===== src/rtl/lfsr_pkg.sv =====
// Shared types and the LFSR step function for the
// multi-channel LFSR/CRC bus engine.
package lfsr_pkg;

  localparam int MAXW = 32;

  typedef enum logic [3:0] {
    OP_NOP     = 4'h0,
    OP_CLEAR   = 4'h1,
    OP_STEP1   = 4'h2,
    OP_STEPN   = 4'h3,
    OP_SHIFTIN = 4'h4,
    OP_LOAD    = 4'h5,
    OP_SETPOLY = 4'h6
  } op_e;

  typedef enum logic {
    IDLE,
    RUN
  } fsm_e;

  // Operands arrive zero-extended, so the tap XOR
  // only sees real register bits.
  function automatic logic [MAXW-1:0] lfsr_next(
    input logic [MAXW-1:0] s,
    input logic [MAXW-1:0] p,
    input logic            din
  );
    return {s[MAXW-2:0], ^(s & p) ^ din};
  endfunction

endpackage


===== src/rtl/lfsr_bus_engine_step.sv =====
// Combinational Fibonacci next-state for one
// channel register.
module lfsr_step
  import lfsr_pkg::*;
#(
  parameter int WIDTH = 8
) (
  input  logic [WIDTH-1:0] state,
  input  logic [WIDTH-1:0] poly,
  input  logic             din,
  output logic [WIDTH-1:0] nxt
);

  assign nxt = WIDTH'(lfsr_next(
    MAXW'(state), MAXW'(poly), din));

endmodule


===== src/rtl/lfsr_bus_engine.sv =====
// Bus-mapped multi-channel LFSR/CRC engine with a
// shared runtime polynomial and a step-N sequencer.
module lfsr_bus_engine
  import lfsr_pkg::*;
#(
  parameter int WIDTH = 8,
  parameter int NCH   = 4,
  parameter logic [WIDTH-1:0] POLY = 8'hB8,
  parameter logic [WIDTH-1:0] SEED = 8'h01,
  parameter int CW    = 8,
  localparam int CHW  = (NCH > 1) ? $clog2(NCH) : 1,
  localparam int DW   = (WIDTH > CW) ? WIDTH : CW
) (
  input  logic             clk,
  input  logic             rst_n,
  input  logic             sel,
  input  logic             cmd_valid,
  output logic             cmd_ready,
  input  logic [3:0]       cmd_op,
  input  logic [CHW-1:0]   cmd_ch,
  input  logic [DW-1:0]    cmd_data,
  input  logic [CHW-1:0]   rd_ch,
  output logic [WIDTH-1:0] rd_data,
  output logic             sdo,
  output logic             zero_flag,
  output logic             seed_flag,
  output logic             done
);

  fsm_e             state, state_n;
  logic [CW-1:0]    cnt, cnt_n;
  logic [CHW-1:0]   run_ch, run_ch_n, sch;
  logic [WIDTH-1:0] st [NCH];
  logic [WIDTH-1:0] poly, poly_n;
  logic [WIDTH-1:0] cur, nxt, wdata;
  logic [CW-1:0]    n_op;
  logic             we, din, done_n, acc;
  op_e              op;

  assign op        = op_e'(cmd_op);
  assign n_op      = cmd_data[CW-1:0];
  assign cmd_ready = (state == IDLE);
  assign acc       = sel & cmd_valid & cmd_ready;

  // One stepper, shared between the command path
  // and the latched channel of a running STEPN.
  assign sch = cmd_ready ? cmd_ch : run_ch;
  assign cur = st[sch];
  assign din = cmd_ready & (op == OP_SHIFTIN)
             & cmd_data[0];

  lfsr_step #(.WIDTH(WIDTH)) u_step (
    .state (cur),
    .poly  (poly),
    .din   (din),
    .nxt   (nxt)
  );

  assign rd_data   = st[rd_ch];
  assign sdo       = rd_data[WIDTH-1];
  assign zero_flag = (rd_data == '0);
  assign seed_flag = (rd_data == SEED);

  always_comb begin
    state_n  = state;
    cnt_n    = cnt;
    run_ch_n = run_ch;
    poly_n   = poly;
    done_n   = 1'b0;
    we       = 1'b0;
    wdata    = nxt;
    unique case (state)
      IDLE: begin
        if (acc) begin
          unique case (op)
            OP_CLEAR: begin
              we    = 1'b1;
              wdata = SEED;
            end
            OP_STEP1, OP_SHIFTIN: we = 1'b1;
            OP_STEPN: begin
              if (n_op != '0) begin
                state_n  = RUN;
                cnt_n    = n_op;
                run_ch_n = cmd_ch;
              end
            end
            OP_LOAD: begin
              we    = 1'b1;
              wdata = cmd_data[WIDTH-1:0];
            end
            OP_SETPOLY: poly_n = cmd_data[WIDTH-1:0];
            default: ;
          endcase
        end
      end
      RUN: begin
        we    = 1'b1;
        cnt_n = cnt - CW'(1);
        if (cnt == CW'(1)) begin
          state_n = IDLE;
          done_n  = 1'b1;
        end
      end
      default: ;
    endcase
  end

  always_ff @(posedge clk) begin
    if (!rst_n) begin
      state  <= IDLE;
      cnt    <= '0;
      run_ch <= '0;
      poly   <= POLY;
      done   <= 1'b0;
      for (int i = 0; i < NCH; i++) st[i] <= SEED;
    end else begin
      state  <= state_n;
      cnt    <= cnt_n;
      run_ch <= run_ch_n;
      poly   <= poly_n;
      done   <= done_n;
      if (we) st[sch] <= wdata;
    end
  end

endmodule


===== config.mk =====
export PLATFORM = sky130hd
export DESIGN_NAME = lfsr_bus_engine
export DESIGN_NICKNAME = d
export VERILOG_FILES = /design/src/rtl/lfsr_pkg.sv /design/src/rtl/lfsr_bus_engine_step.sv /design/src/rtl/lfsr_bus_engine.sv
export SDC_FILE = /design/constraint.sdc
export NUM_CORES = 1
export LEC_CHECK = 0
export ABC_AREA = 1
export BUFFER_PORTS_ARGS = -buffer_cell sky130_fd_sc_hd__buf_2
export CORE_MARGIN = 1
export CORE_UTILIZATION = 50
export DETAILED_ROUTE_END_ITERATION = 8
export GPL_TIMING_DRIVEN = 0
export PLACE_DENSITY_LB_ADDON = 0.12
export SYNTH_ARGS = -nofsm -noshare
export SYNTH_HDL_FRONTEND = slang
export SYNTH_SLANG_ARGS = --single-unit

===== constraint.sdc =====
create_clock -name clk -period 2.79 [get_ports clk]
set_clock_uncertainty 0.05 [all_clocks]
set_input_delay 0.279 -clock clk [delete_from_list [all_inputs] [get_ports clk]]
set_output_delay 0.279 -clock clk [all_outputs]
set_load 0.005 [all_outputs]

# == Word level (Yosys, flattened, before mapping) ==
# Memory sizes are Yosys's and may differ from the RTL's.
# Index checks and enable logic that the tools add are counted.
# totals
rom_bits,0
latch_bits,0
mem_bits_rw,32
register_bits,20
n_memories,1
inputBits,20
output_inout_bits,13
# classes
reduce_logical,9
n_bitwise,7
n_mul,0
muxes,24
n_lt_le_gt_ge,0
shift,0
n_div,0
n_eq_ne,11
addsub,1
# mem_list
name,depth,width,rd,rd_clocked_by_memory_dff,write_ports,line_no,rtl
st,4,8,2,0,4,lfsr_bus_engine.sv:33,logic [WIDTH-1:0] st [NCH];
# ops
operator,n
8-bit two-way mux,6
8-bit one-hot mux with 2 select lines,2
32-bit parity,1
"8-bit by 1-bit equality test with 1-bit output, second input constant",2
"4-bit by 3-bit equality test with 1-bit output, second input constant",3
1-bit two-way mux,12
8-bit bitwise AND,1
"4-bit by 2-bit equality test with 1-bit output, second input constant",2
8-bit logical NOT,1
8-bit nonzero test,1
8-bit OR reduction,1
"8-bit by 1-bit subtractor with 8-bit output, second input constant",1
"2-bit by 1-bit != test with 1-bit output, second input constant",3
3-bit AND reduction,2
1-bit bitwise AND,4
"4-bit by 1-bit equality test with 1-bit output, second input constant",1
2-bit two-way mux,2
1-bit one-hot mux with 2 select lines,2
4-bit AND reduction,1
4-bit OR reduction,1
2-bit AND reduction,1
1-bit inverter,1
1-bit XOR,1

# == Longest topological paths before layout ==
# Gate-level depths: netlist (run 1).
# logic_depth
word_depth,10
depth_mapped,17

# == Cells and area by module ==
# Synthesis (run 1) repeated with hierarchy kept, for this count alone.
# hier_totals
hier_cells,440
area_unflattened_um2,3226.8
# modules_own_cells
module,n_inst,cells_per_inst,area_each_um2,seq_area_each_um2
lfsr_bus_engine,1,396,2969.1,1361.3
lfsr_step,1,44,257.7,0.0

# == Worst setup path after synthesis (run 1) ==
# No wires, ideal clock.
# synth_timing
path_type,register to register
from,reg state
to,mem st[0][0] (enable)
path_buffers,1
synth_period_minus_slack_ns,1.949
setup_time_ns,0.329
t_arrival_ns,1.570
stages_incl_launch_ff,9
setup_slack_ns,0.841
t_required_ns,2.411
cell_sequence,dfxtp_1 -> buf_2 -> nor2_1 -> a21oi_1 -> nor2_2 -> nand3_1 -> nor2_1 -> inv_2 -> nand2_1
# synth_lines
element,line_no,rtl
from (decl),lfsr_bus_engine.sv:30,"fsm_e state, state_n;"
from (signal assigned),lfsr_bus_engine.sv:118,state <= state_n;
to (decl),lfsr_bus_engine.sv:33,

==> results.md, run 1 <==
- Synth Area in XOR/XNOR: 0.2867%
- Count of endpoints failing hold in the final timing report: 0
- I/O pins: 33
- Share of layout cells above drive strength 1: 12.01%
- Outcome: complete, no violations
- Number of distinct library cell variants in the gate-level netlist after synthesis: 35
- Max-Cap Viols: 0
- Drt wl/cell: 16.00 µm
- IO buf count: 30
- Number of remaining DRC errors: 0
- Wire length of the first global-routing pass: 13430 µm
- Arrival time worst endpoint: 2.57 ns
- Setup repair bufs after CTS: 0
- Hold Buf Count CTS: 0
- Count of inserted antenna diode cells: 0
- Register-to-register setup slack: 0.11 ns
- Final std cell area, no fill: 0.003395 mm²
- Inst Count DP: 525
- Die ar.: 0.006427 mm²
- Kind of critical path: flip-flop to flip-flop
- DRT antenna net count: 0
- Aggregate global routing overflow: 0
- Combinational family with the most area after synthesis: simple AND/OR/NAND/NOR gates
- Synthesized area: 0.003055 mm²
- H-tree Lvls: 2
- Placeable core region: 0.005921 mm²
- Area occupied by multi-input gates: 0.001435 mm²
- Via/cell ratio: 5.722
- Post-Synth Adder-Cell Area: 0.8190%
- Vias in the first global route: 2712
- Number of setup violations in the final report: 0
- TritonCTS clock tree: yes
- Chip width: 80.17 µm
- Peak supply drop: 280.8 µV
- Count of instances resized after the clock tree is built: 0
- Complex-gate fraction of the synthesized area: 12.12%
- Maximum number of pins on one net before global-route repair: 19
- Clock slew seen by the registers of the worst setup and hold paths: 0.10 ns
- Sort of element at the start of the critical path: flip-flop
- Number of warnings reported in the yosys synthesis log: 0
- EDFF count, synth: 32
- Area after detailed placement: 0.003299 mm²
- Die outline height: 80.17 µm
- Transition at the pin with the smallest max-transition slack: 1.428 ns
- Total clock buffers created by CTS: 5
- Required arrival time at the worst endpoint: 2.68 ns
- Fill cell instance count of the final layout: 581
- Leakage power total: 0.001487 µW
- Initial core utilization: 51.61%
- Depth of the worst register-to-register path: 4
- Final critical path time including I/O delays and setup: 2.680 ns
- Total routed wirelength: 8527 µm
- Origin of the worst min-delay path: cmd_data[4]
- Weighted congestion reported at the end of routability-driven placement: 0.8618
- Per-instance average area after synthesis: 7.275 µm²
- Simple-gate share of the synthesized area: 33.74%
- Detailed-placement wirelength estimate: 6444 µm
- Critical Path Sink Type: flip-flop
- Hold/Removal Path Class: primary input to flip-flop
- Final cell count without fillers: 533
- First-pass iteration count of the detailed router: 5
- Top_reg_cell synth: sky130_fd_sc_hd__edfxtp_1
- Portion of the post-synthesis area used by sequential elements: 44.55%
- Violation count after the first detailed-routing iteration: 227
- Async SR Flop Fraction: 0%
- Clock Path Buffers: 2
- Area growth from synthesis to layout: 11.10%
- Global-route usage over all layers: 28.44%
- Capture point of the worst reg-to-reg path: st[3][5]
- Antenna violations before repair: 0
- Flip-flop and latch count after synthesis: 52
- Fin Setup TNS: 0 ns
- Critical register-to-register path startpoint: state
- Unrepaired setup endpoints after global routing: no
- Final Cycle Share: 96.04%
- Total power per unit cell area: 460.3 mW/mm²
- Max Fclk: 373.2 MHz
- Worst slew margin relative to its limit: 3.826%
- Mux share of post-synthesis cell area: 0%
- Total clock sinks: 52
- Clk root buf: sky130_fd_sc_hd__clkbuf_8
- Count of nets after finishing: 479
- Post-Syn Nets: 442
- Worst-case hold path end point: poly[4]
- Slew Viols, Final: 0
- Hold Path Depth: 3
- Peak fanout along the critical path: 10
- Final Core Density: 57.33%
- Vias after detailed routing: 3050
- Seq. cell area: 0.001361 mm²
- Clock latency on the worst-skew pair: 0.32 ns
- Instance count of the mapped netlist: 420
- Number of rows in the core area: 28
layer usage:
metal	GRT usage [%]	vias to the layer above	share of wire (%)
li1	-	1482	-
met1	39.54	1419	45
met2	45.30	137	44
met3	3.750	12	8.5
met4	10.00	0	1.9
met5	0	-	0
Yosys cell counts, types with 2 or more instances:
cell	n	share of area (%)
sky130_fd_sc_hd__edfxtp_1	32	31
sky130_fd_sc_hd__dfxtp_1	20	13
sky130_fd_sc_hd__inv_2	3	0.37
sky130_fd_sc_hd__nor4_1	2	0.41
sky130_fd_sc_hd__nand2_1	101	12
sky130_fd_sc_hd__a21oi_1	11	1.8
sky130_fd_sc_hd__nor3_1	6	0.98
sky130_fd_sc_hd__nand3b_1	2	0.49
sky130_fd_sc_hd__o21ai_2	2	0.57
sky130_fd_sc_hd__ha_1	2	0.82
sky130_fd_sc_hd__nor2_1	56	6.9
sky130_fd_sc_hd__o211ai_1	7	1.7
sky130_fd_sc_hd__inv_1	47	5.8
sky130_fd_sc_hd__a211oi_1	2	0.49
sky130_fd_sc_hd__buf_2	2	0.33
sky130_fd_sc_hd__nand3_1	59	9.7
sky130_fd_sc_hd__clkbuf_1	7	0.86
sky130_fd_sc_hd__nand2_4	2	0.74
sky130_fd_sc_hd__o22ai_1	11	2.3
sky130_fd_sc_hd__o21ai_0	27	4.4
sky130_fd_sc_hd__a31oi_1	3	0.61
sky130_fd_sc_hd__nand4_1	2	0.41
sky130_fd_sc_hd__buf_4	2	0.49
worst max-delay path, stage by stage, from the launching register on:
cell	delay (ns)
sky130_fd_sc_hd__dfxtp_1	0.41
sky130_fd_sc_hd__inv_2	0.14
sky130_fd_sc_hd__o21ai_2	0.48
sky130_fd_sc_hd__nand2_1	0.09
sky130_fd_sc_hd__o21ai_0	1.12
cells in the final DEF, fill, tap and decap left out, drive strengths merged, types with 3 or more instances in the layout:
cell / n
nand3: 60
edfxtp: 32
nor2: 57
a31oi: 3
o22ai: 11
nand2: 104
o21ai: 29
a21oi: 11
dfxtp: 20
o211ai: 7
buf: 35
inv: 52
nor3: 7
clkbuf: 13
worst max-delay path by stage:
| stage | startpoint | endpoint | slack, ns | cells after the start |
|---|---|---|---|---|
| 3_3_place_gp | state | st[3][7] | 0.17 | 4 |
| 3_5_place_dp | state | st[3][7] | 0.16 | 4 |
| 6_report | state | st[3][5] | 0.11 | 4 |
| 4_1_cts | state | st[3][1] | 0.15 | 4 |
| 5_1_grt | state | st[3][1] | 0.05 | 4 |
| 2_1_floorplan | state | st[0][0] | 0.84 | 8 |
per-stage QoR:
stage                     power (µW)  hold slack (ns)  setup WS [ns]
after floorplan                 1018           0.3594         0.8414
after global placement          1103           0.4052         0.1672
after detailed placement        1108           0.4090         0.1583
after CTS                       1562           0.2048         0.1459
after global routing            1622           0.2324        0.04936
final                           1563           0.2054         0.1104
power breakdown:
part | total (µW) | switching, µW | internal (µW)
Clock | 467 | 282 | 185
Sequential | 851 | 15.1 | 836
Combinational | 245 | 165 | 80.1
sequential cells by signal, summed over array words and instances, names as in the netlist:
name	cells
st	32
cnt	8
poly	8
run_ch	2
done	1
state	1
cell type report:
type	count	share of cell area, %
Multi-Input combinational cell	304	42.28
Tap cell	75	2.764
Sequential cell	52	40.10
Timing Repair Buffer	30	4.423
Clock buffer	5	2.027
Clock inverter	3	0.7740
Inverter	51	5.640
Buffer	13	1.990
logic make-up after synthesis:
group | Yosys count
fa+ha+maj | 2
compound gates | 64
flops | 52
simple gates | 237
xor+xnor | 1
buf+inv | 64
Note: power is estimated with default switching activity, not from simulation.
==> inputs of run 2 (changes only) <==
Settings changed: ABC_AREA 1 to default, CORE_MARGIN 1 to 4, SETUP_SLACK_MARGIN from default to 0.4.
==> run 2 against run 1 <==
Clock power grew 13%. Sequential power is essentially flat. Setup slack lost 0.019 ns. Synthesized area shrank 3.2%. Clock-buffer cell count is the same. Largest power group unchanged. Critical path depth grew 6. Worst hold slack lost 0.0085 ns. Critical endpoint is now st[0][0]. Final cell count shrank 24%. Routed wire length shrank 5.6%. Combinational power grew 4%. Register-to-register slack lost 0.02 ns.
==> results.md, run 2 <==
- Outcome: complete, no violations (unchanged)
- Worst slew margin relative to its limit: 37.80% (was 3.826%)
- Most frequent cells after synthesis: sky130_fd_sc_hd__nor2_1, sky130_fd_sc_hd__edfxtp_1, sky130_fd_sc_hd__nand2_1 (was sky130_fd_sc_hd__nand2_1, sky130_fd_sc_hd__nand3_1, sky130_fd_sc_hd__nor2_1)
- I/O pins: 33 (unchanged)
- Inst Count DP: 388 (was 525)
- Count of inserted antenna diode cells: 0 (unchanged)
- Vias after detailed routing: 2481 (was 3050)
- Total clock buffers created by CTS: 5 (unchanged)
- TritonCTS clock tree: yes (unchanged)
- DRT antenna net count: 0 (unchanged)
- Post-Syn Nets: 311 (was 442)
- Violation count after the first detailed-routing iteration: 265 (was 227)
- Sort of element at the start of the critical path: flip-flop (unchanged)
- Count of nets after finishing: 353 (was 479)
- Required arrival time at the worst endpoint: 2.78 ns (was 2.68 ns)
- Worst slack on hold paths: 0.1969 ns (was 0.2054 ns)
- H-tree Lvls: 2 (unchanged)
- Clk root buf: sky130_fd_sc_hd__clkbuf_8 (unchanged)
- Number of flip-flops in the largest register: 32 (unchanged)
- Final critical path time including I/O delays and setup: 2.699 ns (was 2.680 ns)
- Weighted congestion reported at the end of routability-driven placement: 0.8556 (was 0.8618)
- Wire length of the first global-routing pass: 12590 µm (was 13430 µm)
- Clock latency on the worst-skew pair: 0.31 ns (was 0.32 ns)
- Synthesized area: 0.002957 mm² (was 0.003055 mm²)
- Initial core utilization: 52.72% (was 51.61%)
- Most flop-heavy register: st (unchanged)
- Final cell count without fillers: 404 (was 533)
- First-pass iteration count of the detailed router: 4 (was 5)
- Fraction of synthesized cell area taken by the top area cell type: 32.50% (was 31.45%)
- Fill cell instance count of the final layout: 486 (was 581)
- Portion of the post-synthesis area used by sequential elements: 46.04% (was 44.55%)
- Placeable core region: 0.005608 mm² (was 0.005921 mm²)
- Area growth from synthesis to layout: 18.79% (was 11.10%)
- Number of remaining DRC errors: 0 (unchanged)
- Unrepaired setup endpoints after global routing: yes (was no)
- Seq. cell area: 0.001363 mm² (was 0.001361 mm²)
- Leakage power total: 0.001283 µW (was 0.001487 µW)
- Count of endpoints failing hold in the final timing report: 0 (unchanged)
- Post-route total power: 1631 µW (was 1563 µW)
- CP Buf/Inv Count: 2 (was 1)
- Critical Path, Cell by Cell: buf_8 -> mux2i_4 -> buf_12 -> mux4_2 -> nand2_2 -> xor2_1 -> xnor3_1 -> xnor3_1 -> nand2_2 -> nand3b_1 (was inv_2 -> o21ai_2 -> nand2_1 -> o21ai_0)
- Flip-flop and latch count after synthesis: 52 (unchanged)
- Hold Buf Count CTS: 0 (unchanged)
- Total clock sinks: 52 (unchanged)
- Dominant cell type by area after synthesis: sky130_fd_sc_hd__edfxtp_1 (unchanged)
- Transition at the pin with the smallest max-transition slack: 0.9274 ns (was 1.428 ns)
- Chip width: 84.90 µm (was 80.17 µm)
- Instance count of the mapped netlist: 289 (was 420)
- Peak fanout along the critical path: 5 (was 10)
- Leading cell types by total area after synthesis: sky130_fd_sc_hd__edfxtp_1, sky130_fd_sc_hd__dfxtp_1, sky130_fd_sc_hd__mux4_2, sky130_fd_sc_hd__nor2_1, sky130_fd_sc_hd__mux2i_1 (was sky130_fd_sc_hd__edfxtp_1, sky130_fd_sc_hd__dfxtp_1, sky130_fd_sc_hd__nand2_1, sky130_fd_sc_hd__nand3_1, sky130_fd_sc_hd__nor2_1)
- Area occupied by multi-input gates: 0.001593 mm² (was 0.001435 mm²)
- Fin Setup TNS: 0 ns (unchanged)
- Number of setup violations in the final report: 0 (unchanged)
- Die outline height: 84.90 µm (was 80.17 µm)
- Number of warnings reported in the yosys synthesis log: 0 (unchanged)
- Total power per unit cell area: 464.5 mW/mm² (was 460.3 mW/mm²)
- Global-route usage over all layers: 22.60% (was 28.44%)
- Kind of critical path: flip-flop to flip-flop (unchanged)
- Number of rows in the core area: 27 (was 28)
- Detailed-placement wirelength estimate: 5662 µm (was 6444 µm)
- Most frequent standard cell in the layout excluding fill and tap cells: sky130_fd_sc_hd__nor2_1 (was sky130_fd_sc_hd__nand2_1)
- Aggregate global routing overflow: 0 (unchanged)
- Per-instance average area after synthesis: 10.23 µm² (was 7.275 µm²)
- Register-to-register setup slack: 0.09 ns (was 0.11 ns)
- Slowest-stage cell, CP: sky130_fd_sc_hd__mux4_2 (was sky130_fd_sc_hd__o21ai_0)
- Share of layout cells above drive strength 1: 25.60% (was 12.01%)
- Arrival time worst endpoint: 2.69 ns (was 2.57 ns)
- Die ar.: 0.007207 mm² (was 0.006427 mm²)
- IO buf count: 27 (was 30)
- Critical path's top delay family: multiplexers (was compound AO/OA/AOI/OAI gates)
- Antenna violations before repair: 0 (unchanged)
- Top_reg_cell synth: sky130_fd_sc_hd__edfxtp_1 (unchanged)
- Top-count cell post-synth: sky130_fd_sc_hd__nor2_1 (was sky130_fd_sc_hd__nand2_1)
- EDFF count, synth: 32 (unchanged)
- Hold/Removal Path Class: primary input to flip-flop (unchanged)
- Critical Path Sink Type: flip-flop (unchanged)
- Max-Cap Viols: 0 (unchanged)
- Drt wl/cell: 19.92 µm (was 16.00 µm)
- Max Fclk: 370.6 MHz (was 373.2 MHz)
- Worst path max stage delay: 0.57 ns (was 1.12 ns)
- Top library cells by usage in the layout, fill and taps aside: sky130_fd_sc_hd__nor2_1, sky130_fd_sc_hd__edfxtp_1, sky130_fd_sc_hd__buf_2 (was sky130_fd_sc_hd__nand2_1, sky130_fd_sc_hd__nand3_1, sky130_fd_sc_hd__nor2_1)
- Number of distinct library cell variants in the gate-level netlist after synthesis: 49 (was 35)
- Clock Path Buffers: 2 (unchanged)
- Total routed wirelength: 8046 µm (was 8527 µm)
- Via/cell ratio: 6.141 (was 5.722)
- Clock slew seen by the registers of the worst setup and hold paths: 0.10 ns (about the same)
- Peak supply drop: 335.3 µV (was 280.8 µV)
- Slew Viols, Final: 0 (unchanged)
- Async SR Flop Fraction: 0% (unchanged)
- Maximum number of pins on one net before global-route repair: 17 (was 19)
- Vias in the first global route: 2272 (was 2712)
- Registers with the highest flip-flop counts: st (32), cnt (8), poly (8) (unchanged)
- Final Cycle Share: 96.72% (was 96.04%)
==> run 2: routing by layer <==
layer,wire length [µm],share of wire [%],global-route usage (%),vias up
met5,0,0,0,-
met4,62,0.77,4.317,0
met3,412,5.1,3.981,5
met2,3940,49,36.73,61
met1,3630,45,32.20,1256
li1,-,-,-,1159
==> run 2: worst paths after layout <==
kind / startpoint / to / cells after the start
max: state / st[0][0] / 10
min: cmd_data[4] / poly[4] / 3
max reg2reg: state / st[0][0] / 10
min reg2reg: cnt[7] / cnt[7] / 2
==> run 2: cell type report <==
class / count / area share (%)
buffer: 17 / 2.636
clock inverter: 3 / 1.211
multi-input combinational: 211 / 45.35
clock buffer: 5 / 1.959
tap: 72 / 2.565
inverter: 10 / 1.069
sequential: 52 / 38.80
timing repair buffer: 34 / 6.413
==> run 2: tightest hold or removal path, cell delays in order <==
cell	delay, ns
sky130_fd_sc_hd__buf_2	0.12
sky130_fd_sc_hd__mux2i_1	0.07
sky130_fd_sc_hd__nand2_1	0.06
==> run 2: repair_timing <==
item,4_1_cts,5_1_grt
pin swaps,0,2
gates resized for setup,16,11
setup buffers,6,0
endpoints found under the hold margin,0,0
cloned,2,0
setup endpoints to repair,72,55
==> run 2: per-stage QoR <==
step                      worst slack, ns  utilization, %  cell area [µm²]
after detailed placement          -0.2962           56.98             3196
final                             0.09146           62.63             3512
after global placement            -0.3365           56.98             3196
after floorplan                    0.2921               -             2970
after CTS                          0.1115           61.80             3466
after global routing              0.02482           62.63             3512
==> run 2: cells by family after synthesis <==
family | share of synthesized area (%)
xor gates and xnor gates | 3.512
DFF | 46.04
muxes | 14.81
and+or+nand+nor | 19.04
buffers and inverters | 3.893
adders and majority gates | 0.8462
AOI/OAI and AO/OA | 11.85
==> run 2: report_power, final <==
part | switching, µW | internal, µW
sequential | 15.5 | 835
combinational | 145 | 110
clock | 260 | 266
total | 420 | 1210
==> inputs of run 3 (changes only) <==
--- a/config.mk
+++ b/config.mk
@@ -11,3 +11,2 @@
 export DETAILED_ROUTE_END_ITERATION = 8
-export GPL_TIMING_DRIVEN = 0
 export PLACE_DENSITY_LB_ADDON = 0.12
==> constraint.sdc (replaced) <==
create_clock -name clk -period 2.79 [get_ports clk]
set_clock_uncertainty 0.05 [all_clocks]
set_input_delay 0.1395 -clock clk [delete_from_list [all_inputs] [get_ports clk]]
set_output_delay 0.1395 -clock clk [all_outputs]
set_load 0.005 [all_outputs]
==> run 3 against run 2 <==
Final cell count shrank 0.74%. Clock power fell by 14%. Global-route usage increased by 0.093 points. Routed wire length increased by 0.61%. Via count increased by 0.81%. Die area unchanged. Sequential power is essentially flat. Maximum frequency rose by 2.7%. Sequential cell count stayed put. Worst hold slack got worse by 0.14 ns. Setup slack improved by 0.070 ns. Non-clock buffer count decreased by 3. Critical endpoint is now st[1][0]. Largest power group unchanged. Highest routed layer unchanged.
==> results.md, run 3 (synthesized netlist as in run 2, its figures left out) <==
- Outcome: complete, no violations (unchanged)
- Critical Path, Cell by Cell: mux2i_4 -> mux4_2 -> nand2_1 -> xor2_1 -> xnor3_1 -> xnor3_1 -> nand2_2 -> nand3b_1 (was buf_8 -> mux2i_4 -> buf_12 -> mux4_2 -> nand2_2 -> xor2_1 -> xnor3_1 -> xnor3_1 -> nand2_2 -> nand3b_1)
- Required arrival time at the worst endpoint: 2.79 ns (was 2.78 ns)
- I/O pins: 33 (unchanged)
- TritonCTS clock tree: yes (unchanged)
- Part of the total power dissipated in combinational logic: 15.6% (about the same)
- Arrival time worst endpoint: 2.63 ns (was 2.69 ns)
- Hold/Removal Path Class: primary input to flip-flop (unchanged)
- Detailed-placement wirelength estimate: 5952 µm (was 5662 µm)
- Slowest-stage cell, CP: sky130_fd_sc_hd__mux4_2 (unchanged)
- Total power per unit cell area: 453.1 mW/mm² (was 464.5 mW/mm²)
- Max-Cap Viols: 0 (unchanged)
- Die outline height: 84.90 µm (unchanged)
- Global-route usage over all layers: 22.69% (was 22.60%)
- Clock Path Buffers: 2 (unchanged)
- Hold Path Depth: 3 (unchanged)
- Clk root buf: sky130_fd_sc_hd__clkbuf_8 (unchanged)
- Critical register-to-register path startpoint: state (unchanged)
- Slew Viols, Final: 0 (unchanged)
- Fin Setup TNS: 0 ns (unchanged)
- Hold Buf Count CTS: 0 (unchanged)
- Wire length of the first global-routing pass: 12540 µm (was 12590 µm)
- Die ar.: 0.007207 mm² (unchanged)
- Number of setup violations in the final report: 0 (unchanged)
- Power Internal: 1119 µW (was 1211 µW)
- Relative contribution of sequential cells to total power: 55.2% (was 52.1%)
- Max Fclk: 380.4 MHz (was 370.6 MHz)
- Chip width: 84.90 µm (unchanged)
- Initial core utilization: 52.72% (unchanged)
- IO buf count: 32 (was 27)
- Kind of critical path: flip-flop to flip-flop (unchanged)
- Sort of element at the start of the critical path: flip-flop (unchanged)
- Capture point of the worst reg-to-reg path: st[1][0] (was st[0][0])
- Maximum number of pins on one net before global-route repair: 18 (was 17)
- Most flop-heavy register: st (unchanged)
- Count of nets after finishing: 350 (was 353)
- Aggregate global routing overflow: 0 (unchanged)
- Via/cell ratio: 6.237 (was 6.141)
- Clock slew seen by the registers of the worst setup and hold paths: 0.11 ns (was 0.10 ns)
- Vias in the first global route: 2268 (was 2272)
- Clock network fraction of design power: 29.2% (was 32.2%)
- Drt wl/cell: 20.19 µm (was 19.92 µm)
- Depth of the worst register-to-register path: 8 (was 10)
- CP dominant cell by count: sky130_fd_sc_hd__xnor3_1
- Unrepaired setup endpoints after global routing: yes (unchanged)
- Leakage power total: 0.001256 µW (was 0.001283 µW)
- Number of flip-flops in the largest register: 32 (unchanged)
- Origin of the worst min-delay path: cmd_data[4] (unchanged)
- Total routed wirelength: 8095 µm (was 8046 µm)
- Final cell count without fillers: 401 (was 404)
- Net Sw Power: 428.0 µW (was 420.2 µW)
- Registers with the highest flip-flop counts: st (32), cnt (8), poly (8) (unchanged)
- Weighted congestion reported at the end of routability-driven placement: 0.9152 (was 0.8556)
- Switching power share of the total: 27.67% (was 25.76%)
- Final Cycle Share: 94.22% (was 96.72%)
- Transition at the pin with the smallest max-transition slack: 0.5262 ns (was 0.9274 ns)
- Count of inserted antenna diode cells: 0 (unchanged)
- Worst path max stage delay: 0.57 ns (about the same)
- Clock latency on the worst-skew pair: 0.32 ns (was 0.31 ns)
- Number of remaining DRC errors: 0 (unchanged)
- Worst slew margin relative to its limit: 64.59% (was 37.80%)
- Inst Count DP: 387 (was 388)
- Peak fanout along the critical path: 8 (was 5)
- Number of rows in the core area: 27 (unchanged)
- Most frequent standard cell in the layout excluding fill and tap cells: sky130_fd_sc_hd__nor2_1 (unchanged)
- First-pass iteration count of the detailed router: 5 (was 4)
- Total clock buffers created by CTS: 5 (unchanged)
- Top library cells by usage in the layout, fill and taps aside: sky130_fd_sc_hd__nor2_1, sky130_fd_sc_hd__buf_2, sky130_fd_sc_hd__edfxtp_1 (was sky130_fd_sc_hd__nor2_1, sky130_fd_sc_hd__edfxtp_1, sky130_fd_sc_hd__buf_2)
- Vias after detailed routing: 2501 (was 2481)
- Worst-case hold path end point: poly[4] (unchanged)
- H-tree Lvls: 2 (unchanged)
- Share of layout cells above drive strength 1: 25.23% (was 25.60%)
- Antenna violations before repair: 0 (unchanged)
- Total clock sinks: 52 (unchanged)
- Area growth from synthesis to layout: 15.45% (was 18.79%)
- Placeable core region: 0.005608 mm² (unchanged)
- DRT antenna net count: 0 (unchanged)
- Critical Path Sink Type: flip-flop (unchanged)
- Peak supply drop: 300.6 µV (was 335.3 µV)
- Final critical path time including I/O delays and setup: 2.629 ns (was 2.699 ns)
- Count of endpoints failing hold in the final timing report: 0 (unchanged)
- Violation count after the first detailed-routing iteration: 340 (was 265)
- Register-to-register setup slack: 0.16 ns (was 0.09 ns)
run 3: cell types whose count changed in the layout (fill, tap and decap cells not counted), moves of 2 or more:
cell                       change
sky130_fd_sc_hd__buf_4        +10
sky130_fd_sc_hd__clkbuf_2      -6
sky130_fd_sc_hd__clkbuf_1      -5
sky130_fd_sc_hd__nand2_1       +4
sky130_fd_sc_hd__buf_2         +3
sky130_fd_sc_hd__nand2_2       -2
sky130_fd_sc_hd__nand2_4       -2
run 3: critical path, delay by kind of cell, from the launching register on:
family	cells	cell delay, ns
XOR/XNOR	3	0.62
multiplexers	2	0.96
flip-flops	1	0.43
AND/OR/NAND/NOR	3	0.30
run 3: metal layers:
| metal | GRT usage, % | up-vias | part of all wire (%) |
|---|---|---|---|
| met5 | 0 | - | 0 |
| met4 | 5.036 | 0 | 1.3 |
| met3 | 4.175 | 8 | 7.5 |
| met2 | 35.02 | 119 | 47 |
| met1 | 33.48 | 1227 | 44 |
| li1 | - | 1147 | - |
run 3: layout make-up:
| class | count | area, µm² |
|---|---|---|
| Timing Repair Buffer | 48 | 280.3 |
| Inverter | 10 | 37.54 |
| Clock inverter | 3 | 21.27 |
| Sequential cell | 52 | 1366 |
| Multi-Input combinational cell | 211 | 1549 |
| Tap cell | 72 | 90.09 |
| Clock buffer | 5 | 68.82 |
| Fill cell | 499 | 2195 |
run 3: power groups by stage:
| stage | Combinational, µW | Sequential (µW) | Clock [µW] |
|---|---|---|---|
| floorplan | 154 | 861 | 0 |
| global placement | 222 | 870 | 0 |
| detailed placement | 227 | 871 | 0 |
| CTS | 234 | 853 | 449 |
| global route | 261 | 855 | 496 |
| finish | 242 | 853 | 452 |
run 3: worst max path at each step:
| stage | startpoint | endpoint | slack [ns] | cells past startpoint |
|---|---|---|---|---|
| after detailed placement | state | st[0][0] | 0.07 | 8 |
| final | state | st[1][0] | 0.16 | 8 |
| after CTS | state | st[1][0] | 0.20 | 8 |
| after global placement | state | st[0][0] | 0.15 | 8 |
| after floorplan | state | st[0][0] | 0.29 | 9 |
| after global routing | state | st[1][0] | 0.05 | 8 |
run 3: per-stage QoR:
step           util [%]  setup WS (ns)  hold WS, ns  instance area, µm²  total power, µW
2_1_floorplan         -         0.2921       0.2175                2969             1015
3_3_place_gp      57.50         0.1490       0.3723                3224             1092
3_5_place_dp      57.50        0.06771       0.3761                3224             1098
4_1_cts           60.29         0.2021      0.05624                3381             1536
5_1_grt           60.87        0.05303      0.05373                3413             1612
6_report          60.87         0.1614      0.05509                3413             1547
run 3: repair_timing:
item | in CTS | in global routing
hold endpoints to repair | 0 | 0
setup buffers | 3 | 2
cloned | 1 | 0
pin swaps | 0 | 1
resized for setup | 8 | 4
setup endpoints to repair | 4 | 12
